--- src/rtl/fifo_pop_packer.sv ---
// fifo_pop_packer
// Drains narrow entries from a push/pop FIFO and packs WORDS consecutive
// entries into one wide word, presented downstream on valid/ready.
//
// Ports:
//   clock      rising-edge clock, shared with the FIFO
//   reset_n    asynchronous active-low reset
//   fifoData   FIFO head entry (meaningful only while fifoEmpty=0)
//   fifoEmpty  FIFO empty flag
//   fifoPush   FIFO push line; a push inside the FIFO suppresses its pop
//   pop        pop request to the FIFO (combinational)
//   flush      emit the current partial word
//   outData    packed word, entry k at bits [(k+1)*(MSBD+1)-1 : k*(MSBD+1)]
//   outCount   number of valid entries in outData while outValid=1
//   outValid   packed word available
//   outReady   downstream accepts the word
//   wordsSent  saturating count of completed output handshakes
module fifo_pop_packer #(
    parameter int unsigned MSBD  = 3,
    parameter int unsigned WORDS = 4,
    parameter int unsigned MSBC  = 2
) (
    input  logic                        clock,
    input  logic                        reset_n,
    input  logic [MSBD:0]               fifoData,
    input  logic                        fifoEmpty,
    input  logic                        fifoPush,
    output logic                        pop,
    input  logic                        flush,
    output logic [(MSBD+1)*WORDS-1:0]   outData,
    output logic [MSBC:0]               outCount,
    output logic                        outValid,
    input  logic                        outReady,
    output logic [7:0]                  wordsSent
);

    localparam int unsigned DW = MSBD + 1;
    localparam int unsigned CW = MSBC + 1;

    typedef enum logic {
        COLLECT = 1'b0,
        HOLD    = 1'b1
    } state_t;

    state_t          state_q;
    state_t          state_d;
    logic [MSBC:0]   count_q;
    logic [MSBC:0]   count_next;
    logic            take;
    logic            enter_hold;
    logic            handshake;

    // State register
    always_ff @(posedge clock or negedge reset_n) begin
        if (!reset_n) begin
            state_q <= COLLECT;
        end else begin
            state_q <= state_d;
        end
    end

    // Next-state logic; a flush counts the entry popped in the same cycle
    always_comb begin
        state_d    = state_q;
        enter_hold = 1'b0;
        case (state_q)
            COLLECT: begin
                if ((take && (count_next == CW'(WORDS))) ||
                    (flush && (count_next != '0))) begin
                    state_d    = HOLD;
                    enter_hold = 1'b1;
                end
            end
            HOLD: begin
                if (handshake) begin
                    state_d = COLLECT;
                end
            end
            default: state_d = COLLECT;
        endcase
    end

    // Output/control decode; the FIFO itself drops a pop when it sees a push
    always_comb begin
        pop        = 1'b0;
        take       = 1'b0;
        count_next = count_q;
        handshake  = 1'b0;
        if (state_q == COLLECT) begin
            pop = ~fifoEmpty;
        end
        take       = pop & ~fifoPush;
        count_next = count_q + CW'(take);
        handshake  = (state_q == HOLD) & outValid & outReady;
    end

    // Packing datapath; unused slots stay zero because the word is cleared on handshake
    always_ff @(posedge clock or negedge reset_n) begin
        if (!reset_n) begin
            count_q   <= '0;
            outData   <= '0;
            outCount  <= '0;
            outValid  <= 1'b0;
            wordsSent <= '0;
        end else if (handshake) begin
            count_q  <= '0;
            outData  <= '0;
            outValid <= 1'b0;
            if (wordsSent != 8'hFF) begin
                wordsSent <= wordsSent + 8'd1;
            end
        end else begin
            if (take) begin
                for (int unsigned k = 0; k < WORDS; k++) begin
                    if (count_q == CW'(k)) begin
                        outData[k*DW +: DW] <= fifoData;
                    end
                end
                count_q <= count_next;
            end
            if (enter_hold) begin
                outValid <= 1'b1;
                outCount <= count_next;
            end
        end
    end

endmodule

--- config.mk ---
export PLATFORM = sky130hd
export DESIGN_NAME = fifo_pop_packer
export DESIGN_NICKNAME = d
export VERILOG_FILES = /design/src/rtl/fifo_pop_packer.sv
export SDC_FILE = /design/constraint.sdc
export NUM_CORES = 1
export LEC_CHECK = 0
export BUFFER_PORTS_ARGS = -buffer_cell sky130_fd_sc_hd__buf_2
export CORE_ASPECT_RATIO = 1.4
export CORE_MARGIN = 5
export CORE_UTILIZATION = 40
export CTS_CLUSTER_DIAMETER = 80
export DETAILED_ROUTE_END_ITERATION = 16
export PLACE_DENSITY = 0.65
export SLEW_MARGIN = 5
export SYNTH_ARGS = -nofsm -noshare
export SYNTH_HDL_FRONTEND = slang
export SYNTH_SLANG_ARGS = --single-unit
--- constraint.sdc ---
create_clock -name clock -period 2.1 [get_ports clock]
set_input_delay 0.105 -clock clock [delete_from_list [all_inputs] [get_ports clock]]
set_output_delay 0.105 -clock clock [all_outputs]
set_load 0.02 [all_outputs]
== Yosys cells after proc, flatten, opt, wreduce, memory -nomap -nowiden ==
Index checks and enable logic that the tools add are counted.

* Add/subtract/negate cells: 2
* $mul: 0
* Div/mod/pow operators: 0
* Magnitude comparators: 0
* Equal/unequal tests: 5
* Shifts and indexed selects: 0
* Multiplexer cells: 15
* Bitwise gates (word level): 7
* Reduce and logical (&&, ||, !) cells: 17

{| class="wikitable"
|+ Operators with widths
! kind !! count
|-
| 16-bit two-way mux || 2
|-
| 4-bit two-way mux || 4
|-
| 2-bit AND reduction || 6
|-
| 2-bit nonzero test || 6
|-
| 8-bit by 1-bit adder with 8-bit output, second input constant || 1
|-
| 8-bit inequality test, second input constant || 1
|-
| 3-bit by 2-bit equality test with 1-bit output, second input constant || 2
|-
| 1-bit two-way mux || 6
|-
| 3-bit two-way mux || 2
|-
| 1-bit NOT || 4
|-
| 3-bit by 1-bit adder with 3-bit output || 1
|-
| 1-bit bitwise AND || 3
|-
| 3-bit by 1-bit equality test with 1-bit output, second input constant || 1
|-
| 3-bit equality test, second input constant || 1
|-
| 3-bit logical NOT || 1
|-
| 3-bit nonzero test || 1
|-
| 1-bit logical AND || 2
|-
| 1-bit one-hot mux with 2 select lines || 1
|-
| 1-bit logical OR || 1
|}

* Register bits after elaboration: 32
* Latch bits: 0
* Memory bits (writable): 0
* Memory bits (read-only): 0
* Input port bits: 10
* Output and inout bits: 29
* Logic and storage cells: 55
* Memories kept: 0

== Depth between registers and ports, before layout ==
Gate-level depths: netlist of the first run.

* Depth after elaboration: 11
* Gate-level depth with buffers: 7
* Mapped depth without buffers: 6

== Worst setup path after synthesis of the first run ==
Ideal clock, no wire load.

* Kind: flip-flop to flip-flop
* From: reg state_q
* To: reg outCount[0]
* Library setup time: 126 ps
* Arrival: 2178 ps
* Required time: 1974 ps
* Path slack: -203 ps
* Cell stages (with the launch flop): 8
* Buffers on the path: 1
* Period minus slack after synthesis: 2303 ps
* Path through: dfrtp_1 -> buf_2 -> nor3_1 -> ha_1 -> ha_1 -> nor4_1 -> o21bai_1 -> a221o_1

* Cells in the longest elaborated chain, start to end: 9
* Elaborated cells between the ends (all ways): 14
* Those cells by class: add/sub: 1; eq/ne: 1; mux: 3; bitwise: 4; reduce/logical: 5

{| class="wikitable"
|+ Ends and longest elaborated chain
! item !! line !! text
|-
| from (decl) || 45 || <nowiki>state_t state_q;</nowiki>
|-
| from (signal assigned) || 58 || <nowiki>state_q <= state_d;</nowiki>
|-
| 1-bit two-way mux * || 89 || <nowiki>if (state_q == COLLECT) begin</nowiki>
|-
| 1-bit bitwise AND * || 92 || <nowiki>take = pop & ~fifoPush;</nowiki>
|-
| 3-bit by 1-bit adder with 3-bit output * || 93 || <nowiki>count_next = count_q + CW'(take);</nowiki>
|-
| net count_next[1] || 48 || <nowiki>logic [MSBC:0] count_next;</nowiki>
|-
| 3-bit equality test or 3-bit nonzero test (tied branches) || 68, 69 ||
|-
| 1-bit logical AND (on tied branches) || 68, 69 ||
|-
| 1-bit logical OR * || 68 || <nowiki>if ((take && (count_next == CW'(WORDS))) ||</nowiki>
|-
| 1-bit two-way mux * || 68 ||
|-
| 1-bit two-way mux * || 66 || <nowiki>case (state_q)</nowiki>
|-
| 2-bit AND reduction (no line) * || -- ||
|-
| to (signal assigned) || 123 || <nowiki>outCount <= count_next;</nowiki>
|-
| to (decl) || 31 || <nowiki>output logic [MSBC:0] outCount,</nowiki>
|}

The timed path passes the listed nets; every way through them passes the cells marked *.
A chain may end at the register's enable or synchronous reset.

== Worst setup path in the final report of the first run ==
* From: reg state_q
* To: reg outCount[1]

* Cells in the longest elaborated chain, start to end: 9
* Elaborated cells between the ends (all ways): 14
* Those cells by class: add/sub: 1; eq/ne: 1; mux: 3; bitwise: 4; reduce/logical: 5

{| class="wikitable"
|+ Ends and longest elaborated chain
! item !! line
|-
| 1-bit two-way mux * || 89
|-
| 1-bit bitwise AND * || 92
|-
| 3-bit by 1-bit adder with 3-bit output * || 93
|-
| net count_next[1] || 48
|-
| 3-bit equality test or 3-bit nonzero test (tied branches) || 68, 69
|-
| 1-bit logical AND (on tied branches) || 68, 69
|-
| 1-bit logical OR || 68
|-
| 1-bit two-way mux || 68
|-
| 1-bit two-way mux || 66
|-
| 2-bit AND reduction (no line) || --
|}

Marks and branches as above.

==> impl_results.md, run 1 <==
* DR vias/cell at 5.59
* Final period utilization at 0.946
* Vias in the first global route at 1329
* Global-route wire length before repair at 6.18 mm
* Run status: finished, final reports clean
* Max_cap viols at 0
* Die Y at 83.4 um
* Post-Syn Area per Cell at 10.5 um2
* Total track usage at 0.146
* Final Setup Violations at 0
* Finished Cell Area at 0.00192 mm2
* CTS Buf Count at 5
* CTS tree: built
* Hold Path Depth at 3
* Crit path required time at 2.27 ns
* Clk_skew at 0.00553 ns
* Avg WL per Cell at 15.3 um
* Final Worst Setup Slack at 0.112 ns
* GRT Residual Overflow at 0
* Cell taking the most area after synthesis: dfrtp_1
* Fmax at 503 MHz
* First drt pass iteration count at 4
* Routed Wire Length at 3.60 mm
* H-tree depth at 2
* Mapped Cells at 147
* Hold Path End: outData[11]
* ANT nets after route at 0
* Flop and latch count out of synthesis at 32
* Layout Cells excl Fill at 236
* Syn nets at 160
* CTS Root Cell: clkbuf_8
* Final HPWL DP at 2.69 mm
* Largest net degree at the start of global routing at 33
* Peak VDD IR at 0.669 mV
* Worst skew pair latency at 0.29 ns
* Layout cell share with drive strength beyond 1 at 0.309
* Starting Density at 0.419
* Core Region at 0.00368 mm2
* Length in cells of the worst reg-to-reg path at 6
* Actual slew at the worst max-slew pin at 0.729 ns
* WHS at 0.0879 ns
* Final hold vios at 0
* Worst-path clk slew at 0.07 ns
* I/O pin count at 39
* Number of distinct library cells after synthesis at 32
* Pwr dens at 1360 mW/mm2
* Relative slew slack at 0.514
* Critical Path Source Type: flop
* Residual DRC at 0
* Vias at 1320
* RSZ-0062 raised after global routing: false
* Synth top area share at 0.520
* Antenna diodes at 0
* Initial DRC count at 21
* Placed inst area at 0.00183 mm2
* Commonest non-fill, non-tap cell in the layout: buf_2
* R2R Path End: outCount[1]
* RR Startpoint: state_q
* Top post-synthesis cells by area: dfrtp_1, o21ai_0, mux2i_1
* Leak at 0.925 nW
* Critical Path Fanout Max at 6
* Setup TNS at 0 ns
* Clk sink count at 32
* Max Slew Vio Count at 0
* Critical path endpoint category: flop
* PortBufs at 38
* Final min period at 1.99 ns
* Most frequent cells in the layout: buf_2, dfrtp_1, o21ai_0, nand2_1, a21oi_1
* Post-CTS Setup Bufs at 0
* Register area share after synthesis at 0.520
* CP Class: reg2reg
* Die width at 62.4 um
* Min-Delay Path Class: in2reg
* Placed Instances at 228
* Pre-CTS setup slack at 0.0795 ns
* Area growth syn-to-layout at 25.0%
* Final Power at 2.61 mW
* Fin util at 0.523
* YS warnings at 0
* Die footprint at 0.00521 mm2
* Std cell rows at 26
* Hold_sp: fifoData[3]
* Initial antenna violation count at 0
* FF-to-FF setup slack at 0.11 ns
* CP Data Arrival Time at 2.16 ns
* Placer congestion estimate at 0.748
* Clock Path Buffers at 2
* Mapped cell area at 0.00154 mm2
* Final net count at 207
## power by group
group	switching (mW)	internal [mW]
Combinational	0.714	0.463
Sequential	0.161	0.830
Clock	0.217	0.225
Total	1.09	1.52
## state kept, by name (all words and copies together) (netlist names)
signal     flops
wordsSent      8
outValid       1
outCount       3
outData       16
count_q        3
state_q        1
## synthesized netlist by cell type
| cell | count |
|---|---|
| a221o_1 | 2 |
| xor2_1 | 2 |
| inv_1 | 2 |
| and3_1 | 1 |
| nor4_1 | 3 |
| nor2_1 | 4 |
| a21oi_1 | 9 |
| mux2_2 | 4 |
| nand4_1 | 6 |
| and4_1 | 1 |
| o21ba_2 | 1 |
| o211ai_1 | 4 |
| nor4b_1 | 1 |
| ha_1 | 3 |
| nor3_1 | 4 |
| or2_1 | 1 |
| o21ai_0 | 15 |
| nor2b_1 | 2 |
| nor3_4 | 1 |
| nand2_1 | 14 |
| clkbuf_1 | 4 |
| nand3_1 | 7 |
| xnor2_1 | 3 |
| nor3b_1 | 2 |
| or3_1 | 2 |
| mux2i_1 | 7 |
| o21bai_1 | 1 |
| dfrtp_1 | 32 |
| or4_4 | 1 |
| a22o_1 | 3 |
| buf_2 | 2 |
| nand2b_1 | 3 |
## repair_timing
| action | 4_1_cts | 5_1_grt |
|---|---|---|
| gates resized for setup | 0 | 1 |
| hold buffers | 1 | 0 |
| hold endpoints to repair | 32 | 0 |
| setup endpoints to repair | 0 | 2 |
## layer usage
metal | track usage | wire, um | up-vias
met5 | 0 | 0 | -
met4 | 0.0521 | 61 | 0
met3 | 0.0500 | 169 | 5
met2 | 0.252 | 1920 | 29
met1 | 0.165 | 1450 | 650
li1 | - | - | 636
## cells by family (layout without fill, tap and decap cells)
kind of cell	after synthesis	in the layout	share of synthesized area
multiplexers	11	11	0.0748
buffers and inverters	8	55	0.0211
AO/OA/AOI/OAI	35	35	0.139
AND/OR/NAND/NOR	53	53	0.192
adder cells (fa/ha/maj)	3	3	0.0244
flip-flops	32	32	0.520
XOR/XNOR	5	5	0.0285
## critical path, stage by stage (launching register included)
cell	delay (ns)
dfrtp_1	0.41
nor3_4	0.20
ha_1	0.17
ha_1	0.30
nor4_4	0.33
o21bai_1	0.12
a221o_1	0.34
## final cells by class
type                    instances  area [um2]
clock buffers                   6        72.6
clock inverters                 1        5.00
fillers                       370        1750
inverters                       2        7.51
multi-input cells             107         732
flip-flops and latches         32         801
well taps                      42        52.6
repair buffers                 46         253
## how the worst max path moves through the flow
stage | startpoint | end | slack (ns) | cells after the start
after floorplan | state_q | outCount[0] | 0.01 | 7
after global placement | state_q | outCount[0] | 0.20 | 6
after detailed placement | state_q | outCount[0] | 0.08 | 6
after CTS | state_q | outCount[1] | 0.07 | 6
after global routing | state_q | outCount[1] | 0.02 | 6
final | state_q | outCount[1] | 0.11 | 6
Note: power is estimated with default switching activity, not from simulation.
==> run 2: changes to the inputs <==
--- a/config.mk
+++ b/config.mk
@@ -11,7 +11,7 @@
 export CORE_UTILIZATION = 40
 export CTS_CLUSTER_DIAMETER = 80
 export DETAILED_ROUTE_END_ITERATION = 16
-export PLACE_DENSITY = 0.65
+export PLACE_DENSITY_LB_ADDON = 0.05
 export SLEW_MARGIN = 5
 export SYNTH_ARGS = -nofsm -noshare
 export SYNTH_HDL_FRONTEND = slang
==> constraint.sdc (replaced) <==
create_clock -name clock -period 1.6 [get_ports clock]
set_input_delay 0.08 -clock clock [delete_from_list [all_inputs] [get_ports clock]]
set_output_delay 0.08 -clock clock [all_outputs]
set_load 0.02 [all_outputs]
==> run 2 against run 1 <==
Against the previous run:
- the run now ends with setup timing left
- combinational power up 56%
- die area unchanged
- maximum frequency up 18%
- first-iteration DRC count rose to 3.8 times the previous value
- sequential share of layout area down 4.7 points
- register-to-register slack worse by 0.19 ns
- via count up 3.9%
- cell count up 7.2%
- non-clock buffer count up 16
- worst hold slack worse by 0.032 ns
- power up 52%
- final area up 13%
- critical path type unchanged
- critical endpoint is now outCount[0]
- highest routed layer unchanged
==> impl_results.md, run 2 (same netlist as run 1, synthesis figures left out) <==
* Run status: complete, but fails checks
* Failing checks: setup timing
* Layout cell share with drive strength beyond 1 at 0.403 (+0.0936)
* Final HPWL DP at 2.79 mm (+3.7%)
* Final period utilization at 1.05 (+0.102)
* Commonest non-fill, non-tap cell in the layout: buf_2
* CP Data Arrival Time at 1.84 ns (-0.32 ns)
* R2R Path End: outCount[0]
* Relative slew slack at 0.534 (+0.0200)
* DR vias/cell at 5.42 (-3.0%)
* Max Slew Vio Count at 0 (unchanged)
* Placer congestion estimate at 0.794 (+6.1%)
* PortBufs at 38 (unchanged)
* Final Setup Violations at 9 (+9)
* Final net count at 223 (+7.7%)
* Crit path required time at 1.76 ns (-0.51 ns)
* Flop pwr share at 0.324 (-0.056)
* RR Startpoint: state_q
* Global-route wire length before repair at 6.43 mm (+4.0%)
* Crit path to: outCount[0]
* Std cell rows at 26 (unchanged)
* Met3 WL at 200 um (+18%)
* Clk pwr share at 0.214 (+0.045)
* Most frequent cells in the layout: buf_2, dfrtp_1, buf_4, nand2_1
* Most flops, register: outData
* Residual DRC at 0 (unchanged)
* Pwr dens at 1830 mW/mm2 (+35%)
* Pint at 2.45 mW (+61%)
* Critical path endpoint category: flop
* Actual slew at the worst max-slew pin at 0.699 ns (-0.0300 ns)
* ANT nets after route at 0 (unchanged)
* Antenna diodes at 0 (unchanged)
* Worst Setup SP: state_q
* Total track usage at 0.153 (+0.00676)
* Largest net degree at the start of global routing at 33 (unchanged)
* Final hold vios at 0 (unchanged)
* Initial DRC count at 79 (+280%)
* Core Region at 0.00368 mm2 (unchanged)
* CTS Root Cell: clkbuf_8
* Final min period at 1.68 ns (-0.310 ns)
* I/O pin count at 39 (unchanged)
* Sw frac at 0.384 (-0.0345)
* CTS Buf Count at 5 (unchanged)
* Max_cap viols at 0 (unchanged)
* Max FFs per register at 16 (unchanged)
* Die width at 62.4 um (unchanged)
* Critical Path Fanout Max at 4 (-2)
* Final Worst Setup Slack at -0.0776 ns (-0.190 ns)
* Critical Path Source Type: flop
* Leak at 1.03 nW (+11%)
* Avg WL per Cell at 15.1 um (-1.1%)
* Length in cells of the worst reg-to-reg path at 6 (unchanged)
* GRT Residual Overflow at 0 (unchanged)
* Fill count at 337 (-8.9%)
* M1 WL at 1.54 mm (+6.0%)
* Area growth syn-to-layout at 41.2%
* Multi-input gate area at 801 um2 (+9.4%)
* Fmax at 596 MHz (+18%)
* First drt pass iteration count at 4 (unchanged)
* Min-Delay Path Class: in2reg
* Reg area at 802 um2 (+0.16%)
* DR top layer: met4
* Clk sink count at 32 (unchanged)
* CTS tree: built
* Finished Cell Area at 0.00217 mm2 (+13%)
* FF-to-FF setup slack at -0.08 ns (-0.19 ns)
* Pre-CTS setup slack at -0.152 ns (-0.232 ns)
* Final Power at 3.98 mW (+52%)
* Peak VDD IR at 1.06 mV (+58%)
* Die Y at 83.4 um (unchanged)
* Biggest regs: outData x16, wordsSent x8
* Placed inst area at 0.00195 mm2 (+6.8%)
* Gate power share at 0.462 (+0.011)
* Worst skew pair latency at 0.28 ns (about the same)
* Initial antenna violation count at 0 (unchanged)
* Routed Wire Length at 3.82 mm (+6.1%)
* RSZ-0062 raised after global routing: true
* CP Class: reg2reg
* Switch Pwr at 1.53 mW (+40%)
* H-tree depth at 2 (unchanged)
* WL met2 at 1.99 mm (+3.4%)
* Starting Density at 0.419 (unchanged)
* WHS at 0.0563 ns (-0.0316 ns)
* Setup TNS at -0.286 ns (-0.286 ns)
* Worst-path clk slew at 0.07 ns (about the same)
* Vias at 1372 (+3.9%)
* Die footprint at 0.00521 mm2 (unchanged)
* Clock Path Buffers at 2 (unchanged)
* Clk_skew at 0.00676 ns (+0.00123 ns)
* Vias in the first global route at 1383 (+4.1%)
-- run 2: metrics by stage --
stage | util | std cells
5_1_grt | 0.591 | 253
3_5_place_dp | 0.531 | 240
6_report | 0.591 | 253
3_3_place_gp | 0.531 | 240
4_1_cts | 0.578 | 252
2_1_floorplan | - | 147
-- run 2: power by group through the flow --
stage	registers, mW	logic [mW]	clock network, mW
3_5_place_dp	1.30	1.74	0
3_3_place_gp	1.29	1.70	0
2_1_floorplan	1.60	0.791	0
5_1_grt	1.33	2.01	0.906
4_1_cts	1.29	1.80	0.875
6_report	1.29	1.84	0.849
-- run 2: area by class of cell --
type                            instances  area share
Sequential cell                        32       0.369
Multi-Input combinational cell        107       0.368
Timing Repair Buffer                   62       0.177
Clock buffer                            7      0.0443
Tap cell                               42      0.0242
Clock inverter                          1      0.0138
Inverter                                2     0.00345
-- run 2: metal layers --
layer	vias to the layer above	track usage
met3	8	0.0432
li1	667	-
met4	0	0.0830
met1	655	0.168
met5	-	0
met2	42	0.261
-- run 2: worst min path at each step --
stage	from	to	slack (ns)	depth (start not counted)
6_report	fifoData[3]	outData[11]	0.06	3
5_1_grt	fifoData[3]	outData[11]	0.05	3
4_1_cts	fifoData[3]	outData[11]	0.05	3
3_5_place_dp	reset_n	outData[1]	0.17	1
3_3_place_gp	reset_n	outData[2]	0.17	1
2_1_floorplan	reset_n	count_q[0]	-0.22	0
-- run 2: what timing repair did --
item,CTS,global route
endpoints found under the setup margin,9,22
pin swaps,5,6
resized for setup,3,17
endpoints found under the hold margin,32,0
hold buffers,1,0
buffers inserted,3,1
-- run 2: worst max-delay path, cell delays in order (launching register included) --
cell	delay, ns
dfrtp_2	0.42
nor3_4	0.16
ha_4	0.17
ha_4	0.21
nor4_4	0.15
o21bai_1	0.12
a221o_1	0.33
